### src/rtl/led_fader_pkg.sv
// Shared types and constants for the LED brightness fader.
package led_fader_pkg;

    localparam int unsigned PWM_BITS = 8;

    typedef enum logic [1:0] {
        OFF      = 2'd0,
        FADE_IN  = 2'd1,
        ON       = 2'd2,
        FADE_OUT = 2'd3
    } state_t;

    // Perceptual brightness curve: round-up square scaled back to 8 bits.
    function automatic logic [PWM_BITS-1:0] gamma8(input logic [PWM_BITS-1:0] lv);
        logic [15:0] sq;
        sq = 16'(lv) * 16'(lv);
        return PWM_BITS'((sq + 16'd255) >> 8);
    endfunction

endpackage

### src/rtl/led_fader_pwm_gen.sv
// Glitch-free PWM: duty is sampled only at the period boundary.
module pwm_gen
    import led_fader_pkg::*;
(
    input  logic                clk,
    input  logic                rst,
    input  logic [PWM_BITS-1:0] duty,
    output logic                pwm
);

    logic [PWM_BITS-1:0] r_cnt;
    logic [PWM_BITS-1:0] r_duty;
    logic                r_pwm;

    always_ff @(posedge clk) begin
        if (rst) begin
            r_cnt  <= '0;
            r_duty <= '0;
            r_pwm  <= 1'b0;
        end else begin
            r_cnt <= r_cnt + PWM_BITS'(1);
            if (r_cnt == '1) begin
                r_duty <= duty;
            end
            r_pwm <= (r_cnt < r_duty);
        end
    end

    assign pwm = r_pwm;

endmodule

### src/rtl/led_fader.sv
// On/off fader with linear ramps driving one PWM LED pin.
// Optional gamma curve on the dial level: define LED_FADER_GAMMA_EN.
module led_fader
    import led_fader_pkg::*;
#(
    parameter int unsigned FADE_DIV_BITS = 16
) (
    input  logic                clk,
    input  logic                rst,
    input  logic [PWM_BITS-1:0] level,
    input  logic                button_n,
    output logic                pwm,
    output logic [1:0]          state,
    output logic                busy
);

    logic                     r_btn_prev;
    logic [FADE_DIV_BITS-1:0] r_fade_cnt;
    state_t                   r_state;
    state_t                   w_state_nxt;
    logic [PWM_BITS-1:0]      r_cur;
    logic [PWM_BITS-1:0]      w_cur_nxt;
    logic [PWM_BITS-1:0]      w_eff;
    logic [PWM_BITS-1:0]      w_tgt;
    logic                     r_busy;
    logic                     w_press;
    logic                     w_tick;

    // A button already low when reset releases never looks like a press.
    assign w_press = r_btn_prev & ~button_n;
    assign w_tick  = &r_fade_cnt;

`ifdef LED_FADER_GAMMA_EN
    assign w_eff = gamma8(level);
`else
    assign w_eff = level;
`endif

    assign w_tgt = (r_state == FADE_IN || r_state == ON) ? w_eff : '0;

    always_ff @(posedge clk) begin
        if (rst) begin
            r_state    <= OFF;
            r_cur      <= '0;
            r_busy     <= 1'b0;
            r_btn_prev <= 1'b0;
            r_fade_cnt <= '0;
        end else begin
            r_state    <= w_state_nxt;
            r_cur      <= w_cur_nxt;
            r_busy     <= (w_state_nxt == FADE_IN) || (w_state_nxt == FADE_OUT);
            r_btn_prev <= button_n;
            r_fade_cnt <= r_fade_cnt + FADE_DIV_BITS'(1);
        end
    end

    // A press outranks every other transition in the same cycle.
    always_comb begin
        w_state_nxt = r_state;
        w_cur_nxt   = r_cur;
        case (r_state)
            OFF: begin
                w_cur_nxt = '0;
                if (w_press) w_state_nxt = FADE_IN;
            end
            FADE_IN: begin
                if (w_press) begin
                    w_state_nxt = FADE_OUT;
                end else if (r_cur == w_tgt) begin
                    w_state_nxt = ON;
                end else if (w_tick) begin
                    w_cur_nxt = (r_cur < w_tgt) ? r_cur + PWM_BITS'(1) : r_cur - PWM_BITS'(1);
                end
            end
            ON: begin
                w_cur_nxt = w_tgt;
                if (w_press) w_state_nxt = FADE_OUT;
            end
            FADE_OUT: begin
                if (w_press) begin
                    w_state_nxt = FADE_IN;
                end else if (r_cur == '0) begin
                    w_state_nxt = OFF;
                end else if (w_tick) begin
                    w_cur_nxt = r_cur - PWM_BITS'(1);
                end
            end
            default: begin
                w_state_nxt = OFF;
                w_cur_nxt   = '0;
            end
        endcase
    end

    assign state = r_state;
    assign busy  = r_busy;

    pwm_gen u_pwm (
        .clk  (clk),
        .rst  (rst),
        .duty (r_cur),
        .pwm  (pwm)
    );

endmodule

### config.mk
export PLATFORM = sky130hd
export DESIGN_NAME = led_fader
export DESIGN_NICKNAME = d
export VERILOG_FILES = /design/src/rtl/led_fader_pkg.sv /design/src/rtl/led_fader_pwm_gen.sv /design/src/rtl/led_fader.sv
export SDC_FILE = /design/constraint.sdc
export NUM_CORES = 1
export LEC_CHECK = 0
export CAP_MARGIN = 15
export CORE_ASPECT_RATIO = 0.75
export CORE_MARGIN = 1
export CORE_UTILIZATION = 54
export CTS_CLUSTER_DIAMETER = 30
export DETAILED_ROUTE_END_ITERATION = 16
export PLACE_DENSITY = 0.76
export SYNTH_ARGS = -nofsm -noshare
export SYNTH_HDL_FRONTEND = slang
export SYNTH_HIERARCHICAL = 1
export SYNTH_SLANG_ARGS = --single-unit
### constraint.sdc
create_clock -name clk -period 2.5 [get_ports clk]
set_input_delay 0.5 -clock clk [delete_from_list [all_inputs] [get_ports clk]]
set_output_delay 0.5 -clock clk [all_outputs]
set_load 0.01 [all_outputs]
==> impl_metrics.json, run 1 <==
{
  "run_status": "complete, no violations",
  "grt_pass1_vias": 2390,
  "ir_drop_mv": 0.504,
  "rsz0062_at_grt": "yes",
  "synth.area.mux_share": 0.0318,
  "ys_ff_latch": 44,
  "synth.most_common_cell": "dfxtp_1",
  "max_freq_mhz": 405,
  "cap_violations": 0,
  "ys.flop_type": "dfxtp_1",
  "layout-drive-gt1-share": 0.177,
  "grt_max_degree": 28,
  "hold_buffers": 0,
  "placed_cells": 438,
  "setup-violations-final": 0,
  "fp-row-count": 22,
  "setup.worst_path.end_class": "flip-flop",
  "worst-r2r-cell-count": 11,
  "synthAdderAreaFrac": 0.106,
  "cts.sinks": 44,
  "pwr-share-comb": 0.410,
  "die_w_um": 85.7,
  "antenna_found_initial": 0,
  "cts_max_level": 2,
  "p_leak_nw": 1.26,
  "drt_wl_total_um": 7060,
  "synth_seq_area_share": 0.311,
  "gr-total-overflow": 0,
  "diodes": 0,
  "cts_buffers": 5,
  "fillCellCount": 431,
  "syn_to_final_growth_pct": 22.4,
  "fin_cells": 450,
  "drtPass1Iterations": 4,
  "cts_tree": "built",
  "ant_nets": 0,
  "timing.slew.headroom": 0.620,
  "synth_compound_area_frac": 0.163,
  "final_util": 0.696,
  "dp_hpwl_um": 5010,
  "syn_area_mm2": 0.00283,
  "grt_usage": 0.254,
  "synth-edff-count": 0,
  "synth.top_cells.by_count": "dfxtp_1, nor2_1, nand2_1",
  "clk-insertion-delay-late_ns": 0.29,
  "yosysWarningCount": 6,
  "cts_buffer_depth": 2,
  "cts-root-buf": "clkbuf_8",
  "placed_area_mm2": 0.00322,
  "slew_violations": 0,
  "die_y_um": 64.7,
  "crit_type": "reg2reg",
  "pwr-share-clk": 0.271,
  "synth-async-reset-ratio": 0,
  "pin_count": 15,
  "grt_pass1_wl_um": 11100,
  "worst-path-max-fanout": 7,
  "synth_top_family_by_area": "simple AND/OR/NAND/NOR gates",
  "vias_per_cell": 5.91,
  "required_ns": 2.72,
  "synth_xor_area_frac": 0.0742,
  "p_sw_w": 0.000774,
  "p_per_area_mw_per_mm2": 670,
  "synthDistinctLibCells": 55,
  "fin_area_mm2": 0.00347,
  "synth-simple-area-share": 0.270,
  "worst_slew_pin_slew_ns": 0.564,
  "period_needed_ns": 2.47,
  "finalHoldViolCount": 0,
  "wl_per_cell_um": 15.7,
  "crit_path_start_kind": "flip-flop",
  "clk_pin_slew_ns": 0.08,
  "yosysTopAreaCellShare": 0.311,
  "drc": 0,
  "coreArea_mm2": 0.00498,
  "hp-class": "reg2reg",
  "synthCells": 339,
  "p_sw_frac": 0.333,
  "clock_skew_ns": 0.00562,
  "die-area_mm2": 0.00554,
  "fin_nets": 413,
  "hold_depth": 1,
  "vias": 2661,
  "synth_fp_nets": 374,
  "dr.first_iter.drc_count": 235,
  "synth_top_area_cell": "dfxtp_1",
  "io_buffers": 14,
  "power_frac_seq": 0.319,
  "finalPower_w": 0.00233,
  "tns_ns": 0,
  "critPathArrivalTime_ns": 2.69,
  "intPower_w": 0.00155,
  "ys_top_cells_by_area": "dfxtp_1, ha_1, xor2_1, nand2b_1, nor2_1",
  "finalCritPeriodShare": 0.988,
  "start_util": 0.569,
  "globalplace.congestion": 0.969,
  "avgSynthCellArea_um2": 8.36,
  "r2r_setup_slack_ns": 0.03
}
==> cells in the final DEF, fill, tap and decap left out, types with 3 or more instances in the layout <==
cell type	Yosys	routed
nor2_1	28	28
dfxtp_1	44	42
nor3_1	7	7
a21oi_2	0	3
xor2_1	13	13
clkdlybuf4s50_1	0	14
nor4_1	3	3
buf_4	2	28
xnor2_1	11	11
and3_1	3	3
nand2b_1	18	18
or3_1	4	4
o211ai_1	3	3
nand3_1	16	15
a32oi_1	6	6
inv_1	18	16
a31oi_1	3	3
nor3b_1	4	4
nand4_1	5	5
ha_1	24	21
nand2_1	27	25
nand3_2	3	4
mux2i_1	9	9
o21a_1	3	3
ha_4	0	3
nor2b_1	8	8
o21ai_0	12	12
clkbuf_8	0	5
a21oi_1	15	12
o31ai_1	3	3
==> path summary, 6_finish.rpt <==
kind                 startpoint            end
hold / removal    r_fade_cnt[0]  r_fade_cnt[0]
setup reg to reg           busy       r_cur[1]
hold reg to reg   r_fade_cnt[0]  r_fade_cnt[0]
setup / recovery           busy       r_cur[1]
==> what timing repair did <==
action                                  CTS  global route
cloned                                    0             1
gates resized for setup                   3            16
endpoints found under the setup margin    5             8
buffers inserted                          1             3
pin swaps                                 2             4
==> cells by family (layout without fill, tap and decap cells) <==
family	count (synthesis)	in the layout
compound gates	67	68
xor+xnor	24	24
fa+ha+maj	24	24
buf+inv	31	69
flops	44	44
mux	9	9
simple gates	140	140
==> layer usage <==
| metal | up-vias | track usage | part of all wire |
|---|---|---|---|
| met3 | 12 | 0.0446 | 0.073 |
| met2 | 92 | 0.391 | 0.45 |
| met4 | 0 | 0.0854 | 0.011 |
| met5 | - | 0 | 0 |
| met1 | 1265 | 0.360 | 0.46 |
| li1 | 1292 | - | - |
==> layout make-up <==
cell class	instances	area, µm²	share of cell area
clock buffer	5	68.8	0.0198
clock inverter	2	60.1	0.0173
inverter	18	67.6	0.0195
multi-input combinational	265	1930	0.555
sequential	44	883	0.255
tap	72	90.1	0.0260
timing repair buffer	44	373	0.108
==> through the flow <==
stage                     setup slack, ns  hold slack (ns)
after detailed placement           -0.230            0.458
after global placement             -0.169            0.448
after floorplan                    0.0344            0.430
after global routing              -0.0349            0.501
final                              0.0312            0.471
after CTS                        0.000325            0.477
==> state kept, by name, indices dropped and copies added (netlist names) <==
signal / flops
r_cur: 8
u_pwm/r_duty: 8
state: 1
u_pwm/pwm: 1
u_pwm/r_cnt: 8
busy: 1
r_btn_prev: 1
r_fade_cnt: 16
==> power groups by stage <==
stage | Clock (W) | Sequential [W] | Combinational, W
3_3_place_gp | 0 | 0.000756 | 0.000747
3_5_place_dp | 0 | 0.000756 | 0.000761
2_1_floorplan | 0 | 0.000767 | 0.000453
4_1_cts | 0.000648 | 0.000740 | 0.000802
6_report | 0.000629 | 0.000742 | 0.000953
5_1_grt | 0.000676 | 0.000747 | 0.00101
==> worst max-delay path, cell delays in order, from the launching register on <==
cell and delay (ns):
dfxtp_2 0.34, inv_2 0.05, ha_4 0.28, buf_6 0.13
and2_1 0.15, ha_1 0.27, nand4_1 0.12, or2_4 0.16
nand3_2 0.08, a22o_1 0.25, or4_4 0.49, o211ai_2 0.08
Power figures use the tool's default switching activity.
==> run 2: changes to the inputs <==
CORE_ASPECT_RATIO = 0.8   (was 0.75)
REMOVE_ABC_BUFFERS = 1   (was default)
SKIP_LAST_GASP = 1   (was default)
==> run 2 against run 1 <==
The flow now finishes with violations (setup timing). Clock skew rose by 0.0011 ns. Final area rose by 4.2%. Non-clock buffer count rose by 8. Cell count fell by 0.22%. Largest cell class unchanged. Utilization rose by 2.2 points. Clock-buffer cell count rose by 2.
==> impl_metrics.json, run 2 (synthesis gave the netlist of run 1 again) <==
{
  "run_status": "finished with violations",
  "violations": "setup timing",
  "wl_per_cell_um": 16.0,
  "crit_type": "reg2reg",
  "vias": 2686,
  "dr.first_iter.drc_count": 293,
  "drt_wl_total_um": 7210,
  "largest_reg_flops": 16,
  "fp-row-count": 23,
  "final_cell_mix": "dfxtp_1, buf_4, nor2_1",
  "io_buffers": 14,
  "finalCritPeriodShare": 1.01,
  "die-area_mm2": 0.00554,
  "critPathArrivalTime_ns": 2.71,
  "cts.sinks": 44,
  "layout-drive-gt1-share": 0.225,
  "final_common_cell": "dfxtp_1",
  "grt_max_degree": 28,
  "coreArea_mm2": 0.00504,
  "period_needed_ns": 2.52,
  "drtPass1Iterations": 7,
  "grt_pass1_wl_um": 10800,
  "p_leak_nw": 1.33,
  "p_per_area_mw_per_mm2": 668,
  "die_w_um": 83.0,
  "cap_violations": 0,
  "die_y_um": 66.8,
  "largest-register": "r_fade_cnt",
  "grt_pass1_vias": 2323,
  "rsz0062_at_grt": "yes",
  "final_util": 0.718,
  "setup.worst_path.end_class": "flip-flop",
  "syn_to_final_growth_pct": 27.5,
  "antenna_found_initial": 0,
  "crit_path_start_kind": "flip-flop",
  "fin_nets": 421,
  "globalplace.congestion": 0.937,
  "setup-violations-final": 2,
  "slew_violations": 0,
  "required_ns": 2.68,
  "max_freq_mhz": 396,
  "fillCellCount": 380,
  "cts-root-buf": "clkbuf_8",
  "cts_buffers": 5,
  "hold_ws_ns": 0.468,
  "clk-insertion-delay-late_ns": 0.31,
  "drc": 0,
  "cts_tree": "built",
  "diodes": 0,
  "dp_hpwl_um": 4780,
  "hp-class": "reg2reg",
  "grt_usage": 0.244,
  "gr-total-overflow": 0,
  "start_util": 0.563,
  "ant_nets": 0,
  "finalWorstSetupSlack_ns": -0.0238,
  "pin_count": 15,
  "cts_max_level": 2,
  "ir_drop_mv": 0.462,
  "worst_slew_pin_slew_ns": 0.695,
  "clk_pin_slew_ns": 0.08,
  "cts_buffer_depth": 2,
  "timing.slew.headroom": 0.533,
  "finalHoldViolCount": 0,
  "vias_per_cell": 5.98,
  "worst-path-max-fanout": 6,
  "hold_buffers": 0,
  "clock_skew_ns": 0.00673
}
run 2: cell types whose count changed in the layout (fill, tap and decap cells not counted), sizes merged:
cell	previous run	this run
buf	30	38
bufinv	2	1
clkbuf	5	7
run 2: worst max-delay path, stage by stage (launching register included):
cell      delay [ns]
dfxtp_2         0.35
inv_2           0.05
ha_4            0.31
buf_6           0.13
nand2_4         0.05
ha_4            0.23
nor2b_4         0.12
o211ai_1        0.15
buf_4           0.17
a21o_1          0.25
nand2_2         0.14
a311oi_2        0.32
o21ai_0         0.13
run 2: layout make-up:
type / count / area [µm²] / area share
timing repair buffer: 52 / 433 / 0.120
clock buffer: 7 / 96.3 / 0.0267
inverter: 18 / 67.6 / 0.0187
clock inverter: 1 / 30.0 / 0.00831
multi-input combinational: 265 / 2030 / 0.561
sequential: 44 / 883 / 0.244
tap: 62 / 77.6 / 0.0215
run 2: per-stage QoR:
step                      instance area, µm²  setup WS [ns]  TNS (ns)  instances  power, W
final                                   3610        -0.0238   -0.0408        449   0.00242
after global routing                    3610         -0.126    -0.404        449   0.00251
after CTS                               3400        0.00623         0        443   0.00217
after detailed placement                3210         -0.428     -2.13        431   0.00145
after global placement                  3210         -0.274     -1.61        431   0.00145
after floorplan                         2780         -0.183    -0.881        326   0.00117
run 2: worst paths after layout:
kind,start,endpoint,slack [ns],depth (start not counted)
min,r_fade_cnt[0],r_fade_cnt[0],0.47,1
max,busy,r_cur[2],-0.02,12
max reg2reg,busy,r_cur[2],-0.02,12
min reg2reg,r_fade_cnt[0],r_fade_cnt[0],0.47,1
run 2: what timing repair did:
item                                    CTS  global route
pin swaps                                 5            12
setup buffers                             4             5
gates resized for setup                   9            29
gates cloned                              0             1
endpoints found under the setup margin    8             7
run 2: per-layer routing:
layer,track usage,up-vias,share of wire
li1,-,1311,-
met2,0.375,91,0.44
met1,0.337,1256,0.47
met3,0.0644,28,0.072
met5,0,-,0
met4,0.0690,0,0.022
run 2: report_power, final:
part           switching, W  internal, W
Clock              0.000252     0.000353
Combinational      0.000569     0.000500
Sequential        0.0000191     0.000723
